## src/rtl/tone_sequencer.sv

```systemverilog
// tone_sequencer: note-table driven melody player.
// Steps through stored {pitch, duration} entries and gates the tone path.
module tone_sequencer #(
  parameter int PITCH_BITWIDTH = 9,
  parameter int DUR_BITWIDTH   = 13,
  parameter int IDX_BITWIDTH   = 5,
  parameter int GAP_SAMPLES    = 200
) (
  input  logic                      clk,
  input  logic                      reset,
  input  logic                      fs_tick,
  input  logic                      wr_en,
  input  logic [IDX_BITWIDTH-1:0]   wr_addr,
  input  logic [PITCH_BITWIDTH-1:0] wr_pitch,
  input  logic [DUR_BITWIDTH-1:0]   wr_dur,
  input  logic                      start,
  input  logic                      stop,
  input  logic                      loop_en,
  input  logic [IDX_BITWIDTH-1:0]   last_idx,
  output logic [PITCH_BITWIDTH-1:0] pitch,
  output logic                      gate,
  output logic                      tone_restart,
  output logic [IDX_BITWIDTH-1:0]   note_idx,
  output logic                      busy,
  output logic                      done
);

  localparam int DEPTH   = 1 << IDX_BITWIDTH;
  localparam int ENTRY_W = PITCH_BITWIDTH + DUR_BITWIDTH;
  localparam int DW1     = DUR_BITWIDTH + 1;

  localparam logic [1:0] IDLE = 2'd0;
  localparam logic [1:0] LOAD = 2'd1;
  localparam logic [1:0] PLAY = 2'd2;
  localparam logic [1:0] GAP  = 2'd3;

  localparam logic [DW1-1:0] GAP_W = DW1'(GAP_SAMPLES);
  localparam logic [DUR_BITWIDTH-1:0] ONE = DUR_BITWIDTH'(1);

  logic [ENTRY_W-1:0] mem [DEPTH];

  logic [1:0]                state;
  logic [IDX_BITWIDTH-1:0]   idx;
  logic [IDX_BITWIDTH-1:0]   last_q;
  logic [DUR_BITWIDTH-1:0]   cnt;
  logic [PITCH_BITWIDTH-1:0] cur_pitch;
  logic [DUR_BITWIDTH-1:0]   cur_dur;
  logic [DUR_BITWIDTH-1:0]   cur_play;
  logic                      cur_has_gap;
  logic                      restart_q;
  logic                      done_q;

  logic [ENTRY_W-1:0]        rd_entry;
  logic [PITCH_BITWIDTH-1:0] rd_pitch;
  logic [DUR_BITWIDTH-1:0]   rd_dur;
  logic [DUR_BITWIDTH-1:0]   rd_eff;
  logic [DUR_BITWIDTH-1:0]   rd_play;
  logic                      rd_has_gap;

  logic [DUR_BITWIDTH-1:0]   cnt_nx;
  logic                      note_end;
  logic                      play_end;
  logic                      at_last;

  // Table writes are unconditional on state and reset.
  always_ff @(posedge clk) begin
    if (wr_en) mem[wr_addr] <= {wr_pitch, wr_dur};
  end

  always_comb begin
    rd_entry   = mem[idx];
    rd_pitch   = rd_entry[ENTRY_W-1 -: PITCH_BITWIDTH];
    rd_dur     = rd_entry[DUR_BITWIDTH-1:0];
    rd_eff     = (rd_dur == '0) ? ONE : rd_dur;
    rd_has_gap = {1'b0, rd_eff} > GAP_W;
    rd_play    = rd_has_gap ? (rd_eff - GAP_W[DUR_BITWIDTH-1:0]) : rd_eff;
  end

  assign cnt_nx   = cnt + ONE;
  assign note_end = fs_tick && (cnt_nx == cur_dur);
  assign play_end = fs_tick && cur_has_gap && (cnt_nx == cur_play);
  assign at_last  = (idx == last_q);

  always_ff @(posedge clk) begin
    if (!reset) begin
      state       <= IDLE;
      idx         <= '0;
      last_q      <= '0;
      cnt         <= '0;
      cur_pitch   <= '0;
      cur_dur     <= ONE;
      cur_play    <= ONE;
      cur_has_gap <= 1'b0;
      restart_q   <= 1'b0;
      done_q      <= 1'b0;
    end else begin
      restart_q <= 1'b0;
      done_q    <= 1'b0;
      if (stop) begin
        state <= IDLE;
        idx   <= '0;
        cnt   <= '0;
      end else begin
        unique case (state)
          IDLE: begin
            if (start) begin
              state  <= LOAD;
              idx    <= '0;
              last_q <= last_idx;
            end
          end
          LOAD: begin
            // Registered table read; any tick here is deliberately lost.
            state       <= PLAY;
            cnt         <= '0;
            cur_pitch   <= rd_pitch;
            cur_dur     <= rd_eff;
            cur_play    <= rd_play;
            cur_has_gap <= rd_has_gap;
            restart_q   <= 1'b1;
          end
          PLAY, GAP: begin
            if (fs_tick) begin
              cnt <= cnt_nx;
              if (note_end) begin
                if (!at_last) begin
                  idx   <= idx + 1'b1;
                  state <= LOAD;
                end else if (loop_en) begin
                  idx   <= '0;
                  state <= LOAD;
                end else begin
                  idx    <= '0;
                  state  <= IDLE;
                  done_q <= 1'b1;
                end
              end else if (play_end) begin
                state <= GAP;
              end
            end
          end
          default: state <= IDLE;
        endcase
      end
    end
  end

  assign busy         = (state != IDLE);
  assign pitch        = (state == PLAY || state == GAP) ? cur_pitch : '0;
  assign gate         = (state == PLAY) && (cur_pitch != '0);
  assign tone_restart = restart_q;
  assign done         = done_q;
  assign note_idx     = idx;

endmodule

```

## config.mk

```make
export PLATFORM = sky130hd
export DESIGN_NAME = tone_sequencer
export DESIGN_NICKNAME = d
export VERILOG_FILES = /design/src/rtl/tone_sequencer.sv
export SDC_FILE = /design/constraint.sdc
export NUM_CORES = 1
export LEC_CHECK = 0
export BUFFER_PORTS_ARGS = -buffer_cell sky130_fd_sc_hd__buf_2
export CAP_MARGIN = 20
export CORE_MARGIN = 4
export CORE_UTILIZATION = 65
export DETAILED_ROUTE_END_ITERATION = 10
export PLACE_DENSITY = 0.93
export SETUP_SLACK_MARGIN = 0.02
export SKIP_LAST_GASP = 1
export SLEW_MARGIN = 20
export SYNTH_ARGS = -nofsm -noshare
export SYNTH_HDL_FRONTEND = slang
export SYNTH_SLANG_ARGS = --single-unit
```

## constraint.sdc

```tcl
create_clock -name clk -period 10.6 [get_ports clk]
set_clock_uncertainty 0.05 [all_clocks]
set_input_delay 0.53 -clock clk [delete_from_list [all_inputs] [get_ports clk]]
set_output_delay 0.53 -clock clk [all_outputs]
set_load 0.01 [all_outputs]
```

== Word-level counts from Yosys, hierarchy flattened ==
Memories as Yosys holds them, arrays and structs flattened. A register that Yosys moved wholly into a read port is not among the register bits.
Cells that the tools add are included.
Storage, ports and cells
  register bits after elaboration: 63
  memory bits (writable): 704
  input bits: 39
  output and inout port bits: 18
  logic and storage cells: 73
  memories kept: 1
Memory list
  mem: depth 32, bits a word 22, read ports 1, clocked after Yosys merged registers in 1, write ports 1, line 40  | logic [ENTRY_W-1:0] mem [DEPTH];
Operators by class
  add/subtract/negate cells: 3
  magnitude comparators: 1
  equal/unequal tests: 10
  multiplexer cells: 23
  bitwise operators: 6
  reductions and logical operators: 19
Operators by type and width (count)
  13-bit 2-to-1 mux: 3
  5-bit 2-to-1 mux: 6
  13-bit == test: 2
  13-bit one-hot mux with 2 select lines: 1
  13-bit by 1-bit adder with 13-bit output, second input constant: 1
  13-bit by 8-bit > comparator with 1-bit output, second input constant: 1
  13-bit logical NOT: 1
  13-bit by 8-bit subtractor with 13-bit output, second input constant: 1
  5-bit one-hot mux with 2 select lines: 1
  9-bit 2-to-1 mux: 1
  9-bit nonzero test: 1
  2-bit 2-to-1 mux: 4
  1-bit 2-to-1 mux: 6
  2-bit inequality test, second input constant: 3
  1-bit NOT: 6
  2-bit one-hot mux with 3 select lines: 1
  3-bit AND reduction: 2
  2-bit nonzero test: 3
  6-bit OR reduction: 1
  5-bit by 1-bit adder with 5-bit output, second input constant: 1
  5-bit == test: 1
  2-bit == test, second input constant: 2
  1-bit logical AND: 4
  2-bit AND reduction: 2
  6 further kinds: 7

== Depth between registers and ports, before layout ==
  depth in word-level cells: 8
  gate-level depth with buffers: 18
  depth with buffers taken out: 11

== Worst setup path after synthesis ==
OpenSTA, ideal clock, no wires.
  kind: register -> register
  start point: reg (tool-made name)
  end point: reg cur_play[5]
  library setup time: 0.133 ns
  data arrival time: 3.379 ns
  data required time: 10.417 ns
  slack: 7.037 ns
  stages on the path, launching flop included: 19
  buffers on the path: 7
  period minus slack after synthesis: 3.563 ns
  cells stage by stage: dfxtp_1 > buf_6 > buf_4 > buf_4 > buf_4 > buf_6 > buf_4 > mux2i_1 > a22oi_1 > nand4b_1 > nand4_1 > inv_1 > ha_1 > a21oi_1 > o31ai_4 > and2_1 > buf_6 > nor4b_1 > a211oi_2
RTL lines
  to (signal assigned): line 118  | cur_play <= rd_play;
  to (decl): line 48  | logic [DUR_BITWIDTH-1:0] cur_play;

==> results summary <==
The flip-flop and latch area is between 20000 and 25000 sq um. The number of different library cells in the post-synthesis netlist came out at between 60 and 70. The power density over the cells is 182.1 nW/um^2.

In the global route stage, overall resource usage came out at between 30% and 40%. The total congestion overflow is 0. The average instance area after synthesis came out at between 15 and 20 sq um.

The floorplan die area came out at slightly above 50000 sq um. The worst slew margin relative to its limit is roughly a fifth. Once the clock tree was built, the setup fixing pass inserted 0 buffers. After technology mapping, the gate count stands at between 1500 and 2000. No sink is reached through more buffers than the 3 on the longest clock path.

For this run, design rule violations remaining after detail routing come to 0. Setup repair after global routing left no endpoint under its margin. The layout net count is 1694. The internal power summed over all cells is between 4 and 5 mW. The transition at the pin with the smallest max-transition slack came out at 1.192 ns.

The run finished with clean final reports. Yosys attributes the largest share of cell area to edfxtp_1 (69%), mux4_2 (13%), dfxtp_1 (4.3%). For this configuration, the core starts out at a cell density of between 60% and 70%. The power dissipated by switching net loads came out at around 1.3 mW. The clock latency on the worst-skew pair is approximately 0.63 ns.

The leakage power figure is about 10 nW. The most used flip-flop cell after synthesis is edfxtp_1. The shortest period the worst path allows is 4.766 ns. Sequential cells burn between 50% and 60% of the power. The highest clock frequency the design can meet is ~210 MHz. The number of enable flip-flop cells after synthesis came out at just over 700. The met2 layer usage reported by global route came out at 53.61%. The fraction of post-synthesis cell area in the top cell type by area came out at 69.44%. The post-synthesis sequential element count is just under 800.

STA puts the critical path data arrival time at ~5.3 ns. The DRC marker count from the first detailed-route iteration came out at 2920. The post-synthesis sequential area ratio came out at 73.72%.

The final weighted congestion of routability-driven global placement is around 0.89. The first TritonRoute pass finished after 6 iterations. The number of filler cells placed in the layout is 2379. Dividing the detail-routed wire length by the instance count gives ~36 microns. In this run the worst hold path is classified as in -> reg.

Across the run, the number of max-cap violations was 0. In the synthesized netlist the async set-or-reset flop fraction comes to 0%. The TritonCTS buffer count is 74. The width of the die is between 200 and 250 microns. The final critical-path share of the clock period came out at approximately 45%. During synthesis, Yosys emitted a total of 0 warnings. The critical path start-end classification is reg -> reg. The largest net degree at the start of global routing came out at 119.

The share of cells above drive strength 1 is around 25%. The biggest fanout along the worst timing path is between 100 and 150. The global-route met1 utilization is 44.03%. The count of pins over their slew limit is 0.

CTS saw ~770 sinks. The final cell count without fillers is about 2300. The synthesized cell area came out at approximately 30000 sq um. The number of ports placed on the die boundary came out at 57. The HPWL after detailed placement is 42200 microns.

The wire length of the first global-routing pass came out at between 100000 and 150000 microns. The net switching share of the total power came out at 21.29%. The number of cells after detailed placement came out at 2183. The number of antenna violations at the first check in global routing is 3. The die extent in y is 224.4 microns.

The via density per instance is roughly 7.3. The met3 routing resource usage after global routing came out at a little under a tenth. The total vias in the final route is 16950. The number of nets handed over by synthesis was about 1600. The detail route stage leaves a number of antenna-violating nets equal to 0.

The top cell type by total area after synthesis is edfxtp_1. The core region area is between 40000 and 50000 sq um. The area added between synthesis and finish is 11.03%. The count of final setup violators is 0. The clock network power share is between 40 and 50%. The maximum level of the CTS H-tree came out at 3. IR analysis of the VDD net gives a maximum drop of about 0.13 mV. The count of endpoints failing hold in the final timing report is 0. The multi-input combinational cells in the finished layout cover a total of between 7000 and 8000 sq um. For this block, the routed nets add up to just over 80000 microns of wire. The clock transition at the registers of the reported paths came out at approximately 0.060 ns. The number of buffers added to fix hold violations after cts is 0.

The layer flagged by global routing as most heavily used is met2. The category of the worst setup path launch point is a flip-flop. The via count of the first global-routing pass came out at around 17000. In this run the core area contains 79 standard-cell rows. In this run the clock root is driven by a clkbuf_16.

STA classifies the critical path endpoint as a flip-flop. The TritonCTS clock tree is yes. In the final timing run, aggregate negative setup slack is 0 ns. The number of buffers added on ports came out at 56.

The combinational share of power is 3.1%. The data required time at the worst endpoint came out at 11.09 ns. The number of gates resized after CTS came out at 0.
-- worst paths after layout --
kind | startpoint | end | slack, ns | cells after the start
min reg2reg | cnt[1] | cnt[1] | 0.44 | 2
max reg2reg | flip-flop | cur_play[12] | 5.83 | 10
min | last_idx[2] | last_q[2] | 0.11 | 3
max | flip-flop | cur_play[12] | 5.83 | 10
-- registers in the layout (all words and copies together) (netlist names), named ones only --
name          flops
cur_pitch         9
cur_play         10
last_q            5
cnt              13
state             2
cur_has_gap       1
done              1
tone_restart      1
note_idx          5
mem             704
cur_dur          13
-- power groups by stage --
stage          Sequential, mW  Combinational [mW]  Clock [mW]
3_5_place_dp             3.43               0.183           0
4_1_cts                  3.37               0.188        2.60
3_3_place_gp             3.42               0.170           0
6_report                 3.37               0.193        2.60
5_1_grt                  3.37               0.204        2.74
2_1_floorplan            3.42               0.107           0
-- placed cells by master, fill, tap and decap left out, drive strengths merged, types with 32 or more instances in the layout --
cell type / n
edfxtp: 704
mux4: 178
nor2: 97
buf: 95
clkbuf: 90
mux2i: 84
dfxtp: 65
nand2: 52
nand3: 34
clkinv: 32
-- critical path: stages (launching register included) --
cell      delay [ns]
dfxtp_4         0.65
buf_12          0.57
mux4_2          0.66
mux2i_1         0.25
o22ai_1         0.16
a211oi_1        0.82
nand2_1         0.16
nor2_1          0.40
a21oi_1         0.26
a211o_1         0.36
nand3_1         0.07
-- kinds of logic (layout without fill, tap and decap cells) --
| group | after synthesis | in the layout | synth area share, % |
|---|---|---|---|
| adders and majority gates | 3 | 3 | 0.1233 |
| other | 0 | 1 | 0 |
| AOI/OAI and AO/OA | 120 | 120 | 2.667 |
| and+or+nand+nor | 268 | 268 | 4.279 |
| DFF | 769 | 769 | 73.72 |
| muxes | 269 | 269 | 16.26 |
| xor gates and xnor gates | 40 | 40 | 1.381 |
| buffers and inverters | 95 | 239 | 1.570 |
-- Yosys cell counts (4+ instances only) --
master	instances
buf_6	5
mux4_2	173
nor3_1	6
and3_1	7
and2_1	15
mux2i_1	84
o31ai_1	4
inv_1	12
buf_2	21
a21oi_1	31
nand2_1	52
mux4_1	5
buf_4	11
nand3_1	34
xnor2_1	21
dfxtp_1	65
nand3b_1	8
o21ai_0	16
nor2b_1	7
nand2b_1	5
xnor3_1	4
a211oi_1	21
o211ai_1	4
xor2_1	14
edfxtp_1	704
nand4_1	6
a22oi_1	24
mux2_2	6
or3b_2	4
clkbuf_1	43
nor4_1	10
nor2_1	97
-- through the flow --
step / instance area, sq um / util (%) / hold slack, ns / setup slack [ns] / power [mW]
finish: 33800 / 72.76 / 0.1126 / 5.834 / 6.155
global route: 33800 / 72.75 / 0.1118 / 5.609 / 6.309
CTS: 33790 / 72.74 / 0.09577 / 5.963 / 6.153
detailed placement: 31470 / 67.74 / 0.4334 / 6.146 / 3.611
global placement: 31470 / 67.74 / 0.4172 / 6.464 / 3.593
floorplan: 30440 / - / 0.3952 / 7.037 / 3.526
-- cell type report --
| type | instances | share of cell area, % |
|---|---|---|
| Inverter | 12 | 0.1333 |
| Tap cell | 607 | 2.247 |
| Timing Repair Buffer | 95 | 1.732 |
| Clock inverter | 42 | 1.037 |
| Clock buffer | 90 | 5.841 |
| Sequential cell | 769 | 66.43 |
| Antenna cell | 1 | 0.007404 |
| Multi-Input combinational cell | 700 | 22.57 |
-- per-layer routing --
metal  vias to the layer above  wire length (microns)
met2                      1666                  40320
met5                         -                     27
met3                       364                  11590
li1                       6536                      -
met4                         4                   4910
met1                      8375                  26200
Power figures use the tool's default switching activity.
